$ cat config.mk
export PLATFORM = sky130hd
export DESIGN_NAME = fetch_issue_flat
export DESIGN_NICKNAME = d
export VERILOG_FILES = /design/src/rtl/fetch_issue_pkg.sv /design/src/rtl/fetch_issue_if.sv /design/src/rtl/fetch_timeout_ctr.sv /design/src/rtl/fetch_issue.sv /design/src/flat_wrapper.sv
export SDC_FILE = /design/constraint.sdc
export NUM_CORES = 1
export LEC_CHECK = 0
export ABC_AREA = 1
export CAP_MARGIN = 25
export CORE_AREA = 2 2 89 91
export DETAILED_ROUTE_END_ITERATION = 7
export DIE_AREA = 0 0 91 93
export GPL_ROUTABILITY_DRIVEN = 0
export PLACE_DENSITY = 0.58
export SYNTH_ARGS = -nofsm -noshare
export SYNTH_HDL_FRONTEND = slang
export SYNTH_HIERARCHICAL = 1
export SYNTH_SLANG_ARGS = --single-unit
$ cat constraint.sdc
create_clock -name clk -period 1.8 [get_ports clk]
set_clock_uncertainty 0.05 [all_clocks]
set_input_delay 0.54 -clock clk [delete_from_list [all_inputs] [get_ports clk]]
set_output_delay 0.54 -clock clk [all_outputs]
set_load 0.03 [all_outputs]
$ cat src/rtl/fetch_issue_pkg.sv
// -----------------------------------------------------------------------------
// fetch_issue_pkg
// Shared definitions for the fetch/issue slice: fetch FSM state encoding, the
// halt opcode, and the widths of the branch-offset fields sliced out of the
// fetched instruction.
// No ports (package).
// -----------------------------------------------------------------------------
package fetch_issue_pkg;

    typedef enum logic [2:0] {
        ST_IDLE = 3'd0,
        ST_REQ  = 3'd1,
        ST_WAIT = 3'd2,
        ST_HOLD = 3'd3,
        ST_ERR  = 3'd4,
        ST_HALT = 3'd5
    } state_t;

    // All-ones instruction; stops fetching when FETCH_HALT_EN is defined.
    localparam logic [15:0] HALT_OPCODE = 16'hFFFF;

    localparam int COND_W   = 8;
    localparam int UNCOND_W = 11;
    localparam int LINK_W   = 6;

endpackage

$ cat src/rtl/fetch_issue_if.sv
// -----------------------------------------------------------------------------
// fetch_issue_if
// Bundles the instruction-memory read handshake, the decode handshake, the
// next-PC input and the status outputs of fetch_issue.
// Modports:
//   master - the fetch unit (drives imem request, instr/npc/fields, status)
//   slave  - the environment (memory, decode, next-PC logic)
// Signals:
//   imem_req_valid/imem_req_ready/imem_addr    read request channel
//   imem_rsp_valid/imem_rsp_data               read response channel
//   instr_valid/instr_ready/instr/npc          decode handshake + payload
//   cond_address/uncond_address/link_address   instruction field slices
//   next_pc                                    next PC, sampled on accept
//   fetch_err                                  sticky response-timeout flag
//   halted                                     only with FETCH_HALT_EN defined
// -----------------------------------------------------------------------------
interface fetch_issue_if #(
    parameter int ADDR_W  = 16,
    parameter int INSTR_W = 16
);
    import fetch_issue_pkg::*;

    logic                imem_req_valid;
    logic                imem_req_ready;
    logic [ADDR_W-1:0]   imem_addr;
    logic                imem_rsp_valid;
    logic [INSTR_W-1:0]  imem_rsp_data;
    logic                instr_valid;
    logic                instr_ready;
    logic [INSTR_W-1:0]  instr;
    logic [ADDR_W-1:0]   npc;
    logic [COND_W-1:0]   cond_address;
    logic [UNCOND_W-1:0] uncond_address;
    logic [LINK_W-1:0]   link_address;
    logic [ADDR_W-1:0]   next_pc;
    logic                fetch_err;
`ifdef FETCH_HALT_EN
    logic                halted;
`endif

    modport master (
`ifdef FETCH_HALT_EN
        output halted,
`endif
        output imem_req_valid, imem_addr,
        output instr_valid, instr, npc,
        output cond_address, uncond_address, link_address,
        output fetch_err,
        input  imem_req_ready, imem_rsp_valid, imem_rsp_data,
        input  instr_ready, next_pc
    );

    modport slave (
`ifdef FETCH_HALT_EN
        input  halted,
`endif
        input  imem_req_valid, imem_addr,
        input  instr_valid, instr, npc,
        input  cond_address, uncond_address, link_address,
        input  fetch_err,
        output imem_req_ready, imem_rsp_valid, imem_rsp_data,
        output instr_ready, next_pc
    );

endinterface

$ cat src/rtl/fetch_timeout_ctr.sv
// -----------------------------------------------------------------------------
// fetch_timeout_ctr
// Clear/enable up-counter with a terminal-count flag, used to bound the wait
// for an instruction-memory response.
// Ports:
//   clk, reset  - clock, asynchronous active-high reset
//   i_clear     - synchronous clear (has priority over i_enable)
//   i_enable    - count up by one
//   o_terminal  - count equals TIMEOUT-1
// -----------------------------------------------------------------------------
module fetch_timeout_ctr #(
    parameter int TIMEOUT = 64
) (
    input  logic clk,
    input  logic reset,
    input  logic i_clear,
    input  logic i_enable,
    output logic o_terminal
);

    localparam int CNT_W = (TIMEOUT > 1) ? $clog2(TIMEOUT) : 1;

    logic [CNT_W-1:0] r_count;

    // NOTE: sequential state uses non-blocking (<=) so every flop samples
    // pre-edge values; blocking here would create order-dependent races.
    always_ff @(posedge clk or posedge reset) begin
        if (reset) begin
            r_count <= '0;
        end else if (i_clear) begin
            r_count <= '0;
        end else if (i_enable) begin
            r_count <= r_count + 1'b1;
        end
    end

    assign o_terminal = (r_count == CNT_W'(TIMEOUT - 1));

endmodule

$ cat src/rtl/fetch_issue.sv
// -----------------------------------------------------------------------------
// fetch_issue
// Owns the architectural PC, fetches the instruction at PC over a valid/ready
// request + valid response memory interface, holds it for decode together
// with its address (npc) and branch-offset field slices, and loads next_pc
// when decode accepts. A missing response for TIMEOUT cycles sets the sticky
// fetch_err and parks the FSM until reset.
// Optional macro FETCH_HALT_EN: accepting the all-ones instruction parks the
// FSM in HALT (PC not updated) and drives the extra bus.halted output.
// Ports:
//   clk    - system clock
//   reset  - asynchronous active-high reset
//   bus    - fetch_issue_if.master (memory, decode, next-PC, status signals)
// -----------------------------------------------------------------------------
module fetch_issue
    import fetch_issue_pkg::*;
#(
    parameter int                ADDR_W   = 16,
    parameter int                INSTR_W  = 16,
    parameter logic [ADDR_W-1:0] RESET_PC = 16'h0000,
    parameter int                TIMEOUT  = 64
) (
    input  logic          clk,
    input  logic          reset,
    fetch_issue_if.master bus
);

    state_t               r_state;
    state_t               w_next_state;
    logic [ADDR_W-1:0]    r_pc;
    logic [INSTR_W-1:0]   r_instr;
    logic                 r_fetch_err;
    logic                 w_timeout;
    logic                 w_rsp;
    logic                 w_accept;
    logic                 w_is_halt;

    // Responses and accepts only count in the state that expects them.
    assign w_rsp    = (r_state == ST_WAIT) && bus.imem_rsp_valid;
    assign w_accept = (r_state == ST_HOLD) && bus.instr_ready;

`ifdef FETCH_HALT_EN
    assign w_is_halt = (r_instr == INSTR_W'(HALT_OPCODE));
`else
    assign w_is_halt = 1'b0;
`endif

    fetch_timeout_ctr #(
        .TIMEOUT (TIMEOUT)
    ) u_timeout_ctr (
        .clk        (clk),
        .reset      (reset),
        .i_clear    ((r_state != ST_WAIT) || bus.imem_rsp_valid),
        .i_enable   (r_state == ST_WAIT),
        .o_terminal (w_timeout)
    );

    // State register
    always_ff @(posedge clk or posedge reset) begin
        if (reset) begin
            r_state <= ST_IDLE;
        end else begin
            r_state <= w_next_state;
        end
    end

    // Next-state logic
    always_comb begin
        // NOTE: default assignment first so every path drives the signal and
        // no latch is inferred.
        w_next_state = r_state;
        case (r_state)
            ST_IDLE: w_next_state = ST_REQ;
            ST_REQ:  if (bus.imem_req_ready) w_next_state = ST_WAIT;
            ST_WAIT: begin
                // A response in the terminal-count cycle still wins.
                if (bus.imem_rsp_valid) w_next_state = ST_HOLD;
                else if (w_timeout)     w_next_state = ST_ERR;
            end
            ST_HOLD: if (w_accept) w_next_state = w_is_halt ? ST_HALT : ST_REQ;
            default: w_next_state = r_state;  // ERR and HALT wait for reset
        endcase
    end

    // Output logic (Moore)
    always_comb begin
        bus.imem_req_valid = (r_state == ST_REQ);
        bus.instr_valid    = (r_state == ST_HOLD);
`ifdef FETCH_HALT_EN
        bus.halted         = (r_state == ST_HALT);
`endif
    end

    // Datapath: PC, held instruction, sticky error
    always_ff @(posedge clk or posedge reset) begin
        if (reset) begin
            r_pc        <= RESET_PC;
            r_instr     <= '0;
            r_fetch_err <= 1'b0;
        end else begin
            if (w_rsp) begin
                r_instr <= bus.imem_rsp_data;
            end
            if (w_accept && !w_is_halt) begin
                r_pc <= bus.next_pc;
            end
            if ((r_state == ST_WAIT) && !bus.imem_rsp_valid && w_timeout) begin
                r_fetch_err <= 1'b1;
            end
        end
    end

    // PC only moves on accept, so it is also the address of the held instr.
    assign bus.imem_addr      = r_pc;
    assign bus.npc            = r_pc;
    assign bus.instr          = r_instr;
    assign bus.cond_address   = r_instr[COND_W-1:0];
    assign bus.uncond_address = r_instr[UNCOND_W-1:0];
    assign bus.link_address   = r_instr[LINK_W-1:0];
    assign bus.fetch_err      = r_fetch_err;

endmodule
$ cat src/flat_wrapper.sv
// flat-port wrapper written by rule: the top's interface ports become plain ports
module fetch_issue_flat import fetch_issue_pkg::*;
#(
    parameter int                ADDR_W   = 16,
    parameter int                INSTR_W  = 16,
    parameter logic [ADDR_W-1:0] RESET_PC = 16'h0000,
    parameter int                TIMEOUT  = 64
)
  (clk, reset, bus_imem_req_valid, bus_imem_addr, bus_instr_valid, bus_instr, bus_npc, bus_cond_address, bus_uncond_address, bus_link_address, bus_fetch_err, bus_imem_req_ready, bus_imem_rsp_valid, bus_imem_rsp_data, bus_instr_ready, bus_next_pc);
  fetch_issue_if #(.ADDR_W(ADDR_W), .INSTR_W(INSTR_W)) bus_i ();
  input  logic clk;
  input  logic reset;
  output wire logic [$bits(bus_i.imem_req_valid)-1:0] bus_imem_req_valid;
  output wire logic [$bits(bus_i.imem_addr)-1:0] bus_imem_addr;
  output wire logic [$bits(bus_i.instr_valid)-1:0] bus_instr_valid;
  output wire logic [$bits(bus_i.instr)-1:0] bus_instr;
  output wire logic [$bits(bus_i.npc)-1:0] bus_npc;
  output wire logic [$bits(bus_i.cond_address)-1:0] bus_cond_address;
  output wire logic [$bits(bus_i.uncond_address)-1:0] bus_uncond_address;
  output wire logic [$bits(bus_i.link_address)-1:0] bus_link_address;
  output wire logic [$bits(bus_i.fetch_err)-1:0] bus_fetch_err;
  input wire logic [$bits(bus_i.imem_req_ready)-1:0] bus_imem_req_ready;
  input wire logic [$bits(bus_i.imem_rsp_valid)-1:0] bus_imem_rsp_valid;
  input wire logic [$bits(bus_i.imem_rsp_data)-1:0] bus_imem_rsp_data;
  input wire logic [$bits(bus_i.instr_ready)-1:0] bus_instr_ready;
  input wire logic [$bits(bus_i.next_pc)-1:0] bus_next_pc;
  assign bus_imem_req_valid = bus_i.imem_req_valid;
  assign bus_imem_addr = bus_i.imem_addr;
  assign bus_instr_valid = bus_i.instr_valid;
  assign bus_instr = bus_i.instr;
  assign bus_npc = bus_i.npc;
  assign bus_cond_address = bus_i.cond_address;
  assign bus_uncond_address = bus_i.uncond_address;
  assign bus_link_address = bus_i.link_address;
  assign bus_fetch_err = bus_i.fetch_err;
  assign bus_i.imem_req_ready = bus_imem_req_ready;
  assign bus_i.imem_rsp_valid = bus_imem_rsp_valid;
  assign bus_i.imem_rsp_data = bus_imem_rsp_data;
  assign bus_i.instr_ready = bus_instr_ready;
  assign bus_i.next_pc = bus_next_pc;
  fetch_issue #(.ADDR_W(ADDR_W), .INSTR_W(INSTR_W), .RESET_PC(RESET_PC), .TIMEOUT(TIMEOUT)) u_core (.clk(clk), .reset(reset), .bus(bus_i));
endmodule
# == Word level (Yosys, flattened, before mapping) ==
# Cells that the tools add are included.
# op_classes
add_sub_neg,1
mul,0
n_div,0
magnitude_cmp,0
n_eq_ne,8
shifts,0
n_mux,7
bitwise,0
reduce_logical,10
# ops
op,n
3-bit two-way mux,4
6-bit two-way mux,2
3-bit one-hot mux with 4 select lines,1
6-bit by 1-bit adder with 6-bit output (second input constant),1
3-bit by 2-bit equality test with 1-bit output (second input constant),2
6-bit equality test (second input constant),1
3-bit by 2-bit != test with 1-bit output (second input constant),2
1-bit logical AND,4
2-bit by 1-bit != test with 1-bit output (second input constant),2
4-bit AND reduction,1
4-bit nonzero test,1
3-bit by 1-bit equality test with 1-bit output (second input constant),1
3-bit zero test,1
2-bit nonzero test,1
1-bit zero test,1
1-bit logical OR,1
# totals
regBits,42
latchBits,0
ramBits,0
mem_bits_ro,0
in_bits,37
out_inout_bits,76
elab_cells,31
mem_count,0

# == Logic depth before layout (Yosys ltp) ==
# Gate-level depths: netlist of run 1.
# depth
depth_word,4
mapped_depth,9

# == By module ==
# Netlist of run 1, hierarchy kept.
# modules_own_cells
module,n_inst,cells_each,area_per_inst_um2,seq_area_each_um2
fetch_issue,1,220,1860.5,900.9
fetch_timeout_ctr,1,39,320.3,150.1

# == Worst setup path after synthesis of run 1 ==
# OpenSTA, ideal clock, no wires.
# synth_timing
kind,reg2reg
startpoint,reg u_core.r_state[2]
endpoint,reg u_core.u_timeout_ctr.r_count[3]
setup_ns,0.119
arrival_time_ns,1.328
t_required_ns,1.631
setup_slack_ns,0.303
path_stages_with_launch,9
path_cell_list,dfrtp_1 > nor2_4 > nand2_1 > nor2_1 > inv_1 > nor2_4 > inv_2 > a21oi_1 > nor2_1
# synth_via
elab_chain_cells,3
# synth_lines
item,line,source
"start, declared",fetch_issue.sv:28,state_t r_state;
"start signal, assigned",fetch_issue.sv:63,r_state <= w_next_state;
3-bit by 2-bit != test with 1-bit output,fetch_issue.sv:53,".i_clear ((r_state != ST_WAIT) || bus.imem_rsp_valid),"
1-bit logical OR,fetch_issue.sv:53,
6-bit two-way mux or 2-bit nonzero test (tied branches),-,
"end signal, assigned",fetch_timeout_ctr.sv:33,r_count <= r_count + 1'b1;
"end, declared",fetch_timeout_ctr.sv:23,logic [CNT_W-1:0] r_count;
# Parallel ways exist; a longest one is shown, timed or not.
# A chain may end at the register's enable or synchronous reset.

# == Worst setup path after layout of run 1 ==
# layout_timing
startpoint,reg u_core.r_state[2]
endpoint,out bus_instr_valid
# layout_via
elab_chain_cells,1
# layout_lines
item,line,source
3-bit by 2-bit equality test with 1-bit output,fetch_issue.sv:88,bus.instr_valid = (r_state == ST_HOLD);
"end, declared",flat_wrapper.sv:15,output wire logic [$bits(bus_i.instr_valid)-1:0] bus_instr_valid;
# Every way passes these cells.

==> results of run 1 <==
==> area by class of cell <==
| type | instances | area, µm² | share of cell area (%) |
|---|---|---|---|
| clock buffer | 6 | 72.6 | 2.27 |
| clock inverter | 2 | 37.5 | 1.17 |
| inverter | 16 | 62.6 | 1.96 |
| multi-input combinational | 154 | 717 | 22.4 |
| sequential | 42 | 1050 | 33.0 |
| tap | 102 | 128 | 3.99 |
| timing repair buffer | 122 | 1130 | 35.2 |
==> what timing repair did <==
action,CTS,global route
endpoints found under the hold margin,0,0
endpoints found under the setup margin,75,1
gates resized for setup,76,5
setup buffers,2,0
==> synthesized netlist by cell type <==
library cell  instances  area [µm²]
nand2_1              99         372
dfrtp_1              42        1050
buf_4                41         308
nand3_1              25         125
inv_1                13        48.8
nor2_1                9        33.8
nor2_2                4        25.0
a21oi_1               3        15.0
buf_6                 3        33.8
buf_2                 2        10.0
inv_2                 2        7.51
nand2_4               2        22.5
nor2_4                2        22.5
o21bai_1              2        15.0
clkbuf_1              1        3.75
ha_1                  1        12.5
inv_4                 1        6.26
nand3_4               1        17.5
nor2_8                1        20.0
nor3_1                1        5.00
nor3b_1               1        7.51
o21ai_0               1        5.00
o21ai_1               1        5.00
xnor2_1               1        8.76
==> power by group through the flow <==
stage	sequential (mW)	clock, mW	combinational (mW)
floorplan	0.961	0	0.0221
global placement	0.961	0	0.121
detailed placement	0.961	0	0.121
CTS	0.942	0.760	0.121
global route	0.943	0.796	0.129
finish	0.943	0.733	0.119
==> routing by layer <==
| layer | part of all wire (%) | vias up |
|---|---|---|
| li1 | - | 924 |
| met1 | 43 | 859 |
| met2 | 50 | 65 |
| met3 | 6.8 | 5 |
| met4 | 0.60 | 0 |
| met5 | 0 | - |
==> registers in the layout, summed over array words and instances (netlist names) <==
name and count:
u_core/bus.fetch_err 1, u_core/u_timeout_ctr/r_count 6, u_core/bus.imem_addr 16, u_core/bus.instr 16
u_core/r_state 3
==> how the worst max path moves through the flow <==
stage                             startpoint                              end  slack (ps)  cells after the start
final                      u_core/r_state[2]                  bus_instr_valid          60                      3
after global placement    bus_imem_rsp_valid  u_core/u_timeout_ctr/r_count[3]         -20                      7
after floorplan            u_core/r_state[2]  u_core/u_timeout_ctr/r_count[3]         300                      8
after global routing       u_core/r_state[2]                  bus_instr_valid           5                      3
after CTS                  u_core/r_state[2]               bus_imem_req_valid          20                      4
after detailed placement  bus_imem_rsp_valid  u_core/u_timeout_ctr/r_count[3]         -30                      7
==> worst max-delay path, delay by kind of cell (launching register included) <==
family                 cells  cell delay, ps
AND/OR/NAND/NOR            1             100
buffers and inverters      2             330
flip-flops                 1             440
==> cell families after synthesis <==
family / count (synthesis) / synth area share [%]
adders and majority gates: 1 / 0.574
buffers and inverters: 63 / 19.2
xor gates and xnor gates: 1 / 0.402
AOI/OAI and AO/OA: 7 / 1.84
DFF: 42 / 48.2
and+or+nand+nor: 145 / 29.8
==> metrics by stage <==
step,power (mW),hold slack [ps],worst slack (ps),util (%)
finish,1.79,425,56.4,42.5
global route,1.87,453,4.59,42.5
CTS,1.82,430,22.0,42.4
detailed placement,1.08,414,-34.8,41.9
global placement,1.08,405,-19.4,41.9
floorplan,0.983,281,303,-
==> out/metrics.csv, run 1 <==
metric,value,unit
status,"complete, no violations",
syn_inst,259,
diodes,0,
min_to,u_core/bus.instr[13],
clockRootBuffer,clkbuf_8,
synth_warnings,6,
drt_iter0_drc,52,
power_density,561,nW/µm²
slew_headroom,75.9,%
antenna_found_initial,0,
max-clock-path-buffers,2,
syn_nets,297,
hold_start,u_core/bus.instr[13],
reg2reg_depth,8,
drv_slew,0,
fp.dieH,93,µm
cts_buffers,5,
met2_usage,22.0,%
swShare,20.0,%
cts_hold_buf,0,
slowest_stage,dfrtp_2,
synth_area_per_cell,8.42,µm²
cpPeakStageDelay,440,ps
stdcell_count,444,
power_frac_comb,6.6,%
clkPwrFrac,40.9,%
routedWlPerCell,11.9,µm
setup_viol,0,
tightest_slew,358,ps
maxCapViolations,0,
drive_gt1_share,11.1,%
r2r_end,u_core/u_timeout_ctr/r_count[3],
first_pass_iters,4,
busiest_layer,met2,
peakVddDrop,0.000332,V
path_cells,buf_4 -> nor2_8 -> buf_4,
mostFrequentLayoutCells,"nand2_1, dlygate4sd2_1, dfrtp_1, clkdlybuf4s50_1, nand3_1",
finalCriticalPeriod,1740,ps
drt-vias-per-instance,4.17,
stdcell_area,3200,µm²
grt_use_met3,3.30,%
whs_path_depth,2,
ys_ff_latch,42,
cp_common_cell,buf_4,
rsz0062_at_grt,no,
hold_viol_final,0,
cp-end-kind,output pin,
grt_pass1_wl,8340,µm
num_rows,32,
critPathKind,flop to output pin,
worstHoldPathType,flop to flop,
drc,0,
grt_pass1_vias,1722,
r2r_start,u_core/r_state[0],
synthesis.area,2180,µm²
cellInternalPower,1.44,mW
final_common_cell,nand2_1,
worstSkewPairLatency,280,ps
required,1210,ps
cts.sinks,42,
grt_overflow,0,
placed_cell_area,3150,µm²
synth.distinct_cells,24,
sequentialPowerShare,52.5,%
power.leakage,1.90,nW
switchingPower,0.359,mW
tns,0,ps
fp.dieW,91,µm
use_met1,14.6,%
arrival,1150,ps
cts_htree_levels,2,
start_util,29.0,%
grt_usage,12.3,%
io_pins,113,
fin_nets,379,
hpwlAfterDp,4070,µm
drt_wl_total,5300,µm
grt_max_degree,23,
final_antenna_net_count,0,
period_share,96.9,%
dp_cells,434,
ff2ff_setup_slack,250,ps
num_vias,1853,
core_area,7530,µm²
crit_path_max_fanout,3,
port-buffer-count,112,
ys_seq_area_share,48.2,%
clk_pin_slew,80,ps
area_growth,46.7,%
startpoint_type,flop,
fmax,574,MHz
die_area,8460,µm²
nFillCells,817,
cts_tree,done,
Note: power is estimated with default switching activity, not from simulation.
==> run 2: changes to the inputs <==
Settings changed: CTS_CLUSTER_SIZE from default to 10.
==> results of run 2 <==
No change in the layout: final DEF, timing and power equal those of run 1.
